## src/rtl/mem_stage_ctrl.sv

```systemverilog
// Memory stage control: data-cache request/stall FSM, M/WB latch and optional LL/SC link register.
// Optional feature macro: MEM_LLSC_EN (builds the link register and conditional SC).
module mem_stage_ctrl #(
  parameter int ADDR_W      = 32,
  parameter bit HALT_STICKY = 1'b1
) (
  input  logic              CLK,
  input  logic              nRST,
  input  logic              en,
  input  logic              flush,
  input  logic              dREN_in,
  input  logic              dWEN_in,
  input  logic              datomic_in,
  input  logic [ADDR_W-1:0] portO,
  input  logic [ADDR_W-1:0] dmemStore,
  input  logic              MemtoReg,
  input  logic              wdatasrc,
  input  logic [ADDR_W-1:0] pcp4,
  input  logic [4:0]        WSel,
  input  logic              WEN,
  input  logic              HALT,
  input  logic              dhit,
  input  logic [ADDR_W-1:0] dmemload,
  input  logic              snoop_inv,
  input  logic [ADDR_W-1:0] snoop_addr,
  output logic              dmemREN,
  output logic              dmemWEN,
  output logic [ADDR_W-1:0] dmemaddr,
  output logic [ADDR_W-1:0] dmemstore,
  output logic              mem_stall,
  output logic              wb_WEN,
  output logic [4:0]        wb_WSel,
  output logic [ADDR_W-1:0] wb_wdat,
  output logic              wb_HALT,
  output logic              state_dbg
);

  // Handshake: a request (dmemREN/dmemWEN) is held high until the cycle dhit is seen;
  // dhit completes it in that same cycle, and EX/M inputs stay stable while mem_stall=1.
  typedef enum logic {IDLE = 1'b0, DONE = 1'b1} state_t;

  state_t            state, state_next;
  logic [ADDR_W-1:0] hold_data, load_data, wdat_next;
  logic              sc_op, sc_ok, mem_op, complete, capture, advance;

  assign sc_op = dWEN_in & datomic_in;

`ifdef MEM_LLSC_EN
  logic              link_valid;
  logic [ADDR_W-1:0] link_addr;

  assign sc_ok = ~sc_op | (link_valid & (link_addr == portO));

  // Clears come first so a same-cycle LL set overrides a snoop clear.
  always_ff @(posedge CLK or negedge nRST) begin
    if (!nRST) begin
      link_valid <= 1'b0;
      link_addr  <= '0;
    end else begin
      if (snoop_inv && (snoop_addr == link_addr))
        link_valid <= 1'b0;
      if (complete && dWEN_in && (portO == link_addr))
        link_valid <= 1'b0;
      if (complete && dREN_in && datomic_in) begin
        link_valid <= 1'b1;
        link_addr  <= portO;
      end
    end
  end
`else
  logic unused_snoop;
  assign unused_snoop = ^{snoop_inv, snoop_addr};
  assign sc_ok        = 1'b1;
`endif

  assign mem_op    = (dREN_in | (dWEN_in & sc_ok)) & nRST;
  assign complete  = (state == IDLE) & mem_op & dhit;
  assign capture   = complete & ~en;
  assign dmemaddr  = portO;
  assign dmemstore = dmemStore;
  assign state_dbg = (state == DONE);

  always_ff @(posedge CLK or negedge nRST) begin
    if (!nRST) state <= IDLE;
    else       state <= state_next;
  end

  always_comb begin
    state_next = state;
    dmemREN    = 1'b0;
    dmemWEN    = 1'b0;
    mem_stall  = 1'b0;
    case (state)
      IDLE: begin
        dmemREN   = dREN_in & nRST;
        dmemWEN   = dWEN_in & sc_ok & nRST;
        mem_stall = mem_op & ~dhit;
        if (capture) state_next = DONE;
      end
      DONE: begin
        // Access already finished; wait for the pipeline to unfreeze.
        if (en) state_next = IDLE;
      end
      default: state_next = IDLE;
    endcase
  end

  always_ff @(posedge CLK or negedge nRST) begin
    if (!nRST)        hold_data <= '0;
    else if (capture) hold_data <= dmemload;
  end

  assign load_data = (state == DONE) ? hold_data : dmemload;
  assign advance   = en & ~mem_stall;

  // SC writes back its success flag instead of any datapath value.
  always_comb begin
    wdat_next = portO;
    if (sc_op)         wdat_next = {{(ADDR_W-1){1'b0}}, sc_ok};
    else if (MemtoReg) wdat_next = load_data;
    else if (wdatasrc) wdat_next = pcp4;
  end

  always_ff @(posedge CLK or negedge nRST) begin
    if (!nRST) begin
      wb_WEN  <= 1'b0;
      wb_WSel <= '0;
      wb_wdat <= '0;
      wb_HALT <= 1'b0;
    end else if (advance) begin
      wb_WEN  <= WEN & ~flush;
      wb_WSel <= WSel;
      wb_wdat <= wdat_next;
      wb_HALT <= (HALT_STICKY & wb_HALT) | (HALT & ~flush);
    end
  end

endmodule

```

## config.mk

```make
export PLATFORM = sky130hd
export DESIGN_NAME = mem_stage_ctrl
export DESIGN_NICKNAME = d
export VERILOG_FILES = /design/src/rtl/mem_stage_ctrl.sv
export SDC_FILE = /design/constraint.sdc
export NUM_CORES = 1
export LEC_CHECK = 0
export CAP_MARGIN = 20
export CORE_AREA = 2 2 110 112
export CTS_BUF_LIST = sky130_fd_sc_hd__clkbuf_4
export DETAILED_ROUTE_END_ITERATION = 6
export DIE_AREA = 0 0 112 114
export HOLD_SLACK_MARGIN = 0.15
export PLACE_DENSITY = 0.85
export SETUP_SLACK_MARGIN = 0.3
export SYNTH_ARGS = -nofsm -noshare
export SYNTH_HDL_FRONTEND = slang
export SYNTH_SLANG_ARGS = --single-unit
```

## constraint.sdc

```tcl
create_clock -name CLK -period 2.2 [get_ports CLK]
set_input_delay 0.44 -clock CLK [delete_from_list [all_inputs] [get_ports CLK]]
set_output_delay 0.44 -clock CLK [all_outputs]
set_load 0.005 [all_outputs]
```

==> results of run 1 <==
[sequential cells by signal, indices dropped and copies added, names as in the netlist]
register / cells
hold_data: 32
wb_WEN: 1
state_dbg: 1
wb_HALT: 1
wb_WSel: 5
wb_wdat: 32
[logic make-up after synthesis]
family,Yosys count,share of synthesized area
compound gates,37,0.05781
mux,134,0.3495
flops,72,0.4291
simple gates,7,0.01430
buf+inv,90,0.1493
[layout by cell type (no fill, tap or decap), types with 2 or more instances in the layout]
cell type / instances
nor2_1: 2
clkdlybuf4s50_1: 170
dlygate4sd2_1: 5
bufinv_16: 2
inv_1: 5
mux2_2: 61
dlymetal6s2s_1: 10
a21o_1: 2
mux2_4: 10
dfrtp_1: 71
buf_12: 7
o22ai_1: 32
mux2i_1: 63
buf_4: 6
clkbuf_4: 12
[where the power goes]
part	internal (mW)	switching (mW)	total, mW
combinational	0.789	0.399	1.19
clock	0.496	0.468	0.963
sequential	1.58	0.137	1.72
total	2.87	1.00	3.87
[per-layer routing]
layer / global-route usage / vias up / wire length, um
met5: 0 / - / 0
met4: 0.1350 / 0 / 767
met3: 0.04304 / 65 / 768
met2: 0.3362 / 107 / 6134
met1: 0.1939 / 1515 / 4269
li1: - / 1418 / -
[metrics by stage]
stage	cells	area, um^2
after floorplan	340	4199
after global placement	600	5799
after detailed placement	600	5799
after CTS	617	5969
after global routing	618	6015
final	618	6015
[timing repair]
action / CTS / global route
buffers inserted: 0 / 1
hold buffers: 1 / 0
gates resized for setup: 7 / 13
hold endpoints to repair: 34 / 0
endpoints found under the setup margin: 6 / 11
cloned: 0 / 0
[layout make-up]
type | instances | share of cell area
clock buffer | 12 | 0.01498
sequential | 72 | 0.2998
tap | 147 | 0.03058
clock inverter | 4 | 0.01144
timing repair buffer | 200 | 0.3443
multi-input combinational | 178 | 0.2958
inverter | 5 | 0.003120
[final timing paths]
check / startpoint / endpoint / slack, ns / depth (start not counted)
worst min-delay path: wb_HALT$_DFFE_PN0P_ / wb_HALT$_DFFE_PN0P_ / 0.51 / 1
worst max register to register: state_dbg$_DFF_PN0_ / wb_wdat[31]$_DFFE_PN0P_ / 0.48 / 6
worst max-delay path: portO[18] / dmemaddr[18] / 0.31 / 2
worst min register to register: wb_HALT$_DFFE_PN0P_ / wb_HALT$_DFFE_PN0P_ / 0.51 / 1
min in group asynchronous: nRST / wb_wdat[0]$_DFFE_PN0P_ / 0.72 / 3
max in group asynchronous: nRST / state_dbg$_DFF_PN0_ / 0.62 / 4
==> out/qor.csv, run 1 <==
metric,value,unit
die extent in y,114,um
f_max,528.0,MHz
crit-path max cell delay,0.51,ns
hold slack final,0.5065,ns
die width,112,um
Synth cell types,20,
Synth warnings,0,
CTS Buffer Depth,2,
"Cell Chain, Critical Path",clkdlybuf4s50_1 > clkdlybuf4s50_1,
Antenna Nets Post-Route,0,
Post-synth EDFFs,0,
CTS tree,done,
Post-Syn Instances,340,
Setup CP Type,input port to output port,
CP arrival,1.45,ns
"delay-heaviest family, CP",buffers and inverters,
Fillers,1045,
core area,0.01171,mm^2
crit share post-route,0.8608,
detailed-router iteration count before antenna repair,5,
Avg WL per Cell,19.32,um
top_reg_cell synth,dfrtp_1,
H-tree depth,3,
slowest CP cell,clkdlybuf4s50_1,
post-DP HPWL,8789,um
clk slew on worst S/H paths,0.12,ns
worst setup margin,0.3062,ns
post-synthesis sequential area ratio,0.4291,
CTS sink cnt,72,
largest area contributor in the netlist,dfrtp_1,
"Net Count, Synth",518,
fin util,0.5136,
# rows,40,
most frequent cell after synthesis,dfrtp_1,
CP endpoint kind,output port,
routed wire length,11940,um
Hold Crit Class,flop to flop,
critical path data required time,1.76,ns
multi-input gate area in the final layout,0.001779,mm^2
critical path's most frequent cell,clkdlybuf4s50_1,
Clock Skews,0.01354,ns
hold violation count in the final report,0,
Tmin final,1.894,ns
Inserted Clock Buffers,9,
Storage cell area,0.001803,mm^2
drc violations,0,
Yosys reg bits,72,
initial core utilization,0.3585,
PwrDens,643.9,mW/mm^2
total power,3.873,mW
initial antenna violation count,0,
Overflow after GRT,0,
dpl ws,0.06733,ns
CP startpoint kind,input port,
I/O pin count,285,
number of port buffers,187,
RSZ-0062 raised after global routing,yes,
average size of a mapped cell,12.35,um^2
via count,3105,
Post-synth top cells,"dfrtp_1 (72), buf_4 (64), mux2i_1 (63)",
max-slew violation count,0,
leakage power,2.615,nW
Iter 0 DRT Violations,60,
Slew @ Worst Pin,0.5059,ns
fraction of layout cells with a size suffix above 1,0.2293,
crit-path max FO,2,
clock latency on the worst-skew pair,0.41,ns
Synth top area share,0.4291,
Die ar.,0.01277,mm^2
clk root buf,clkbuf_4,
status,completed,
vias in the first global route,3563,
Mapped Area,0.004199,mm^2
Peak VDD IR,0.0002776,V
CP Buf/Inv Count,2,
Area contributors post-synth,"dfrtp_1 (43%), mux2_2 (16%), mux2i_1 (15%), buf_4 (11%), o22ai_1 (4.8%)",
async set-reset flop share out of synthesis,1.000,
setup TNS,0,ns
Via density,5.024,
nets@finish,644,
first-pass GRT wire length,18650,um
area delta synth->final,43.24,%
largest net degree at the start of global routing,39,
Final setup viols,0,
ANT cells,0,
slew margin rel.,0.6628,
All-Layer GR Usage,0.1878,
GPL Wtd Cong,0.7627,
# Max-Cap Violations,0,
Power figures use the tool's default switching activity.
==> run 2: changes to the inputs <==
--- a/config.mk
+++ b/config.mk
@@ -5,13 +5,14 @@
 export SDC_FILE = /design/constraint.sdc
 export NUM_CORES = 1
 export LEC_CHECK = 0
+export ABC_CLOCK_PERIOD_IN_PS = 2200
 export CAP_MARGIN = 20
 export CORE_AREA = 2 2 110 112
 export CTS_BUF_LIST = sky130_fd_sc_hd__clkbuf_4
 export DETAILED_ROUTE_END_ITERATION = 6
 export DIE_AREA = 0 0 112 114
 export HOLD_SLACK_MARGIN = 0.15
-export PLACE_DENSITY = 0.85
+export PLACE_DENSITY = 0.78
 export SETUP_SLACK_MARGIN = 0.3
 export SYNTH_ARGS = -nofsm -noshare
 export SYNTH_HDL_FRONTEND = slang
==> out/qor.csv, run 2 (synthesis gave the netlist of run 1 again) <==
metric,value,unit,change
fraction of layout cells with a size suffix above 1,0.2335,,+0.004246
largest net degree at the start of global routing,73,,+87%
area delta synth->final,43.15,%,about the same
CTS tree,done,,
CP Buf/Inv Count,2,,unchanged
PwrDens,661.1,mW/mm^2,+2.7%
setup TNS,0,ns,unchanged
Fillers,1069,,+2.3%
"commonest non-fill, non-tap cells in the layout","clkdlybuf4s50_1 (171), dfrtp_1 (71), mux2i_1 (63)",,
drc violations,0,,unchanged
Die ar.,0.01277,mm^2,unchanged
Clock Skews,0.02142,ns,+0.007882 ns
hold violation count in the final report,0,,unchanged
Iter 0 DRT Violations,63,,+5.0%
crit-path max cell delay,0.52,ns,about the same
# rows,40,,unchanged
Stages on worst setup path,2,,unchanged
Via density,5.024,,unchanged
clk root buf,clkbuf_4,,
core area,0.01171,mm^2,unchanged
detailed-router iteration count before antenna repair,4,,-1
# Max-Cap Violations,0,,unchanged
CP startpoint kind,input port,,
leakage power,2.595,nW,-0.77%
ANT cells,0,,unchanged
Peak VDD IR,0.0003574,V,+29%
"delay-heaviest family, CP",buffers and inverters,,
number of port buffers,187,,unchanged
H-tree depth,3,,unchanged
CP arrival,1.45,ns,about the same
CP endpoint kind,output port,,
max-slew violation count,0,,unchanged
GPL Wtd Cong,0.7640,,+0.17%
critical path's most frequent cell,clkdlybuf4s50_1,,
critical path data required time,1.76,ns,about the same
"Cell Chain, Critical Path",clkdlybuf4s50_1 > clkdlybuf4s50_1,,
crit-path max FO,2,,unchanged
Inserted Clock Buffers,9,,unchanged
CTS sink cnt,72,,unchanged
die width,112,um,unchanged
Setup CP Type,input port to output port,,
first-pass GRT wire length,17980,um,-3.6%
Avg WL per Cell,18.17,um,-6.0%
slowest CP cell,clkdlybuf4s50_1,,
Final setup viols,0,,unchanged
nets@finish,644,,unchanged
via count,3105,,unchanged
routed wire length,11230,um,-6.0%
Reg2Reg Depth,6,,unchanged
Hold Crit Class,input port to asynchronous set/reset pin,,
CTS Buffer Depth,2,,unchanged
I/O pin count,285,,unchanged
total power,3.974,mW,+2.6%
crit share post-route,0.8606,,about the same
vias in the first global route,3456,,-3.0%
Slew @ Worst Pin,0.9297,ns,+0.4238 ns
initial core utilization,0.3585,,unchanged
initial antenna violation count,0,,unchanged
"commonest non-fill, non-tap cell in the layout",clkdlybuf4s50_1,,
die extent in y,114,um,unchanged
# hold bufs at CTS,0,,-1
clock latency on the worst-skew pair,0.43,ns,+0.02 ns
Overflow after GRT,0,,unchanged
RSZ-0062 raised after global routing,yes,,
biggest regs,"hold_data x32, wb_wdat x32, wb_WSel x5",,
Tmin final,1.893,ns,-0.0004260 ns
status,completed,,
fin util,0.5132,,about the same
f_max,528.1,MHz,about the same
post-DP HPWL,8224,um,-6.4%
Antenna Nets Post-Route,0,,unchanged
All-Layer GR Usage,0.1785,,-0.009337
slew margin rel.,0.3802,,-0.2825
clk slew on worst S/H paths,0.11,ns,about the same
[run 2: cell types whose count changed in the layout (fill, tap and decap cells not counted), sizes merged]
cell and delta:
clkdlybuf4s15 +1, clkinv +1, buf +1, clkbuf -1, dlymetal6s2s -2, dlygate4sd3 -1, clkdlybuf4s50 +1, bufinv +1
dlygate4sd2 -1
[run 2: worst paths after layout]
| kind | slack [ns] | start | endpoint |
|---|---|---|---|
| max | 0.31 | portO[8] | dmemaddr[8] |
| min | 0.24 | nRST | wb_wdat[27]$_DFFE_PN0P_ |
| max reg2reg | 0.42 | state_dbg$_DFF_PN0_ | wb_wdat[3]$_DFFE_PN0P_ |
| min reg2reg | 0.49 | wb_HALT$_DFFE_PN0P_ | wb_HALT$_DFFE_PN0P_ |
| max in group asynchronous | 1.32 | nRST | wb_wdat[19]$_DFFE_PN0P_ |
| min in group CLK | 0.49 | wb_HALT$_DFFE_PN0P_ | wb_HALT$_DFFE_PN0P_ |
[run 2: worst reg2reg max path: stages (launching register included)]
cell	delay, ns
dfrtp_2	0.38
buf_4	0.12
buf_12	0.16
buf_4	0.35
mux2i_1	0.28
o22ai_1	0.10
mux2_2	0.27
[run 2: layout make-up]
cell class | count | area [um^2] | share of cell area
Tap cell | 147 | 183.9 | 0.03060
Multi-Input combinational cell | 178 | 1774 | 0.2952
Inverter | 5 | 18.77 | 0.003122
Timing Repair Buffer | 200 | 2048 | 0.3408
Clock inverter | 6 | 107.6 | 0.01790
Clock buffer | 10 | 75.07 | 0.01249
Sequential cell | 72 | 1803 | 0.3000
[run 2: power breakdown]
part,internal [mW],leakage (nW),switching [mW]
combinational,0.786,1.62,0.390
sequential,1.58,0.873,0.138
clock,0.585,0.0980,0.491
[run 2: per-stage QoR]
step	hold WS [ns]	area, um^2	worst slack [ns]	instances
3_5_place_dp	0.4710	5794	0.006390	601
2_1_floorplan	0.1444	4199	0.4347	340
4_1_cts	0.2632	5987	0.2154	617
5_1_grt	0.3096	6011	0.2778	618
6_report	0.2430	6011	0.3066	618
3_3_place_gp	0.4562	5794	0.04541	601
[run 2: metal layers]
layer	vias up	GRT usage	wire length (um)
li1	1411	-	-
met1	1542	0.1925	4262
met2	120	0.3248	5842
met3	32	0.04463	768
met4	0	0.09187	355
met5	-	0	0
[run 2: repair_timing]
action                     in CTS  in global routing
setup buffers                   0                  1
resized for setup              12                 10
pin swaps                       0                  0
setup endpoints to repair       6                 11
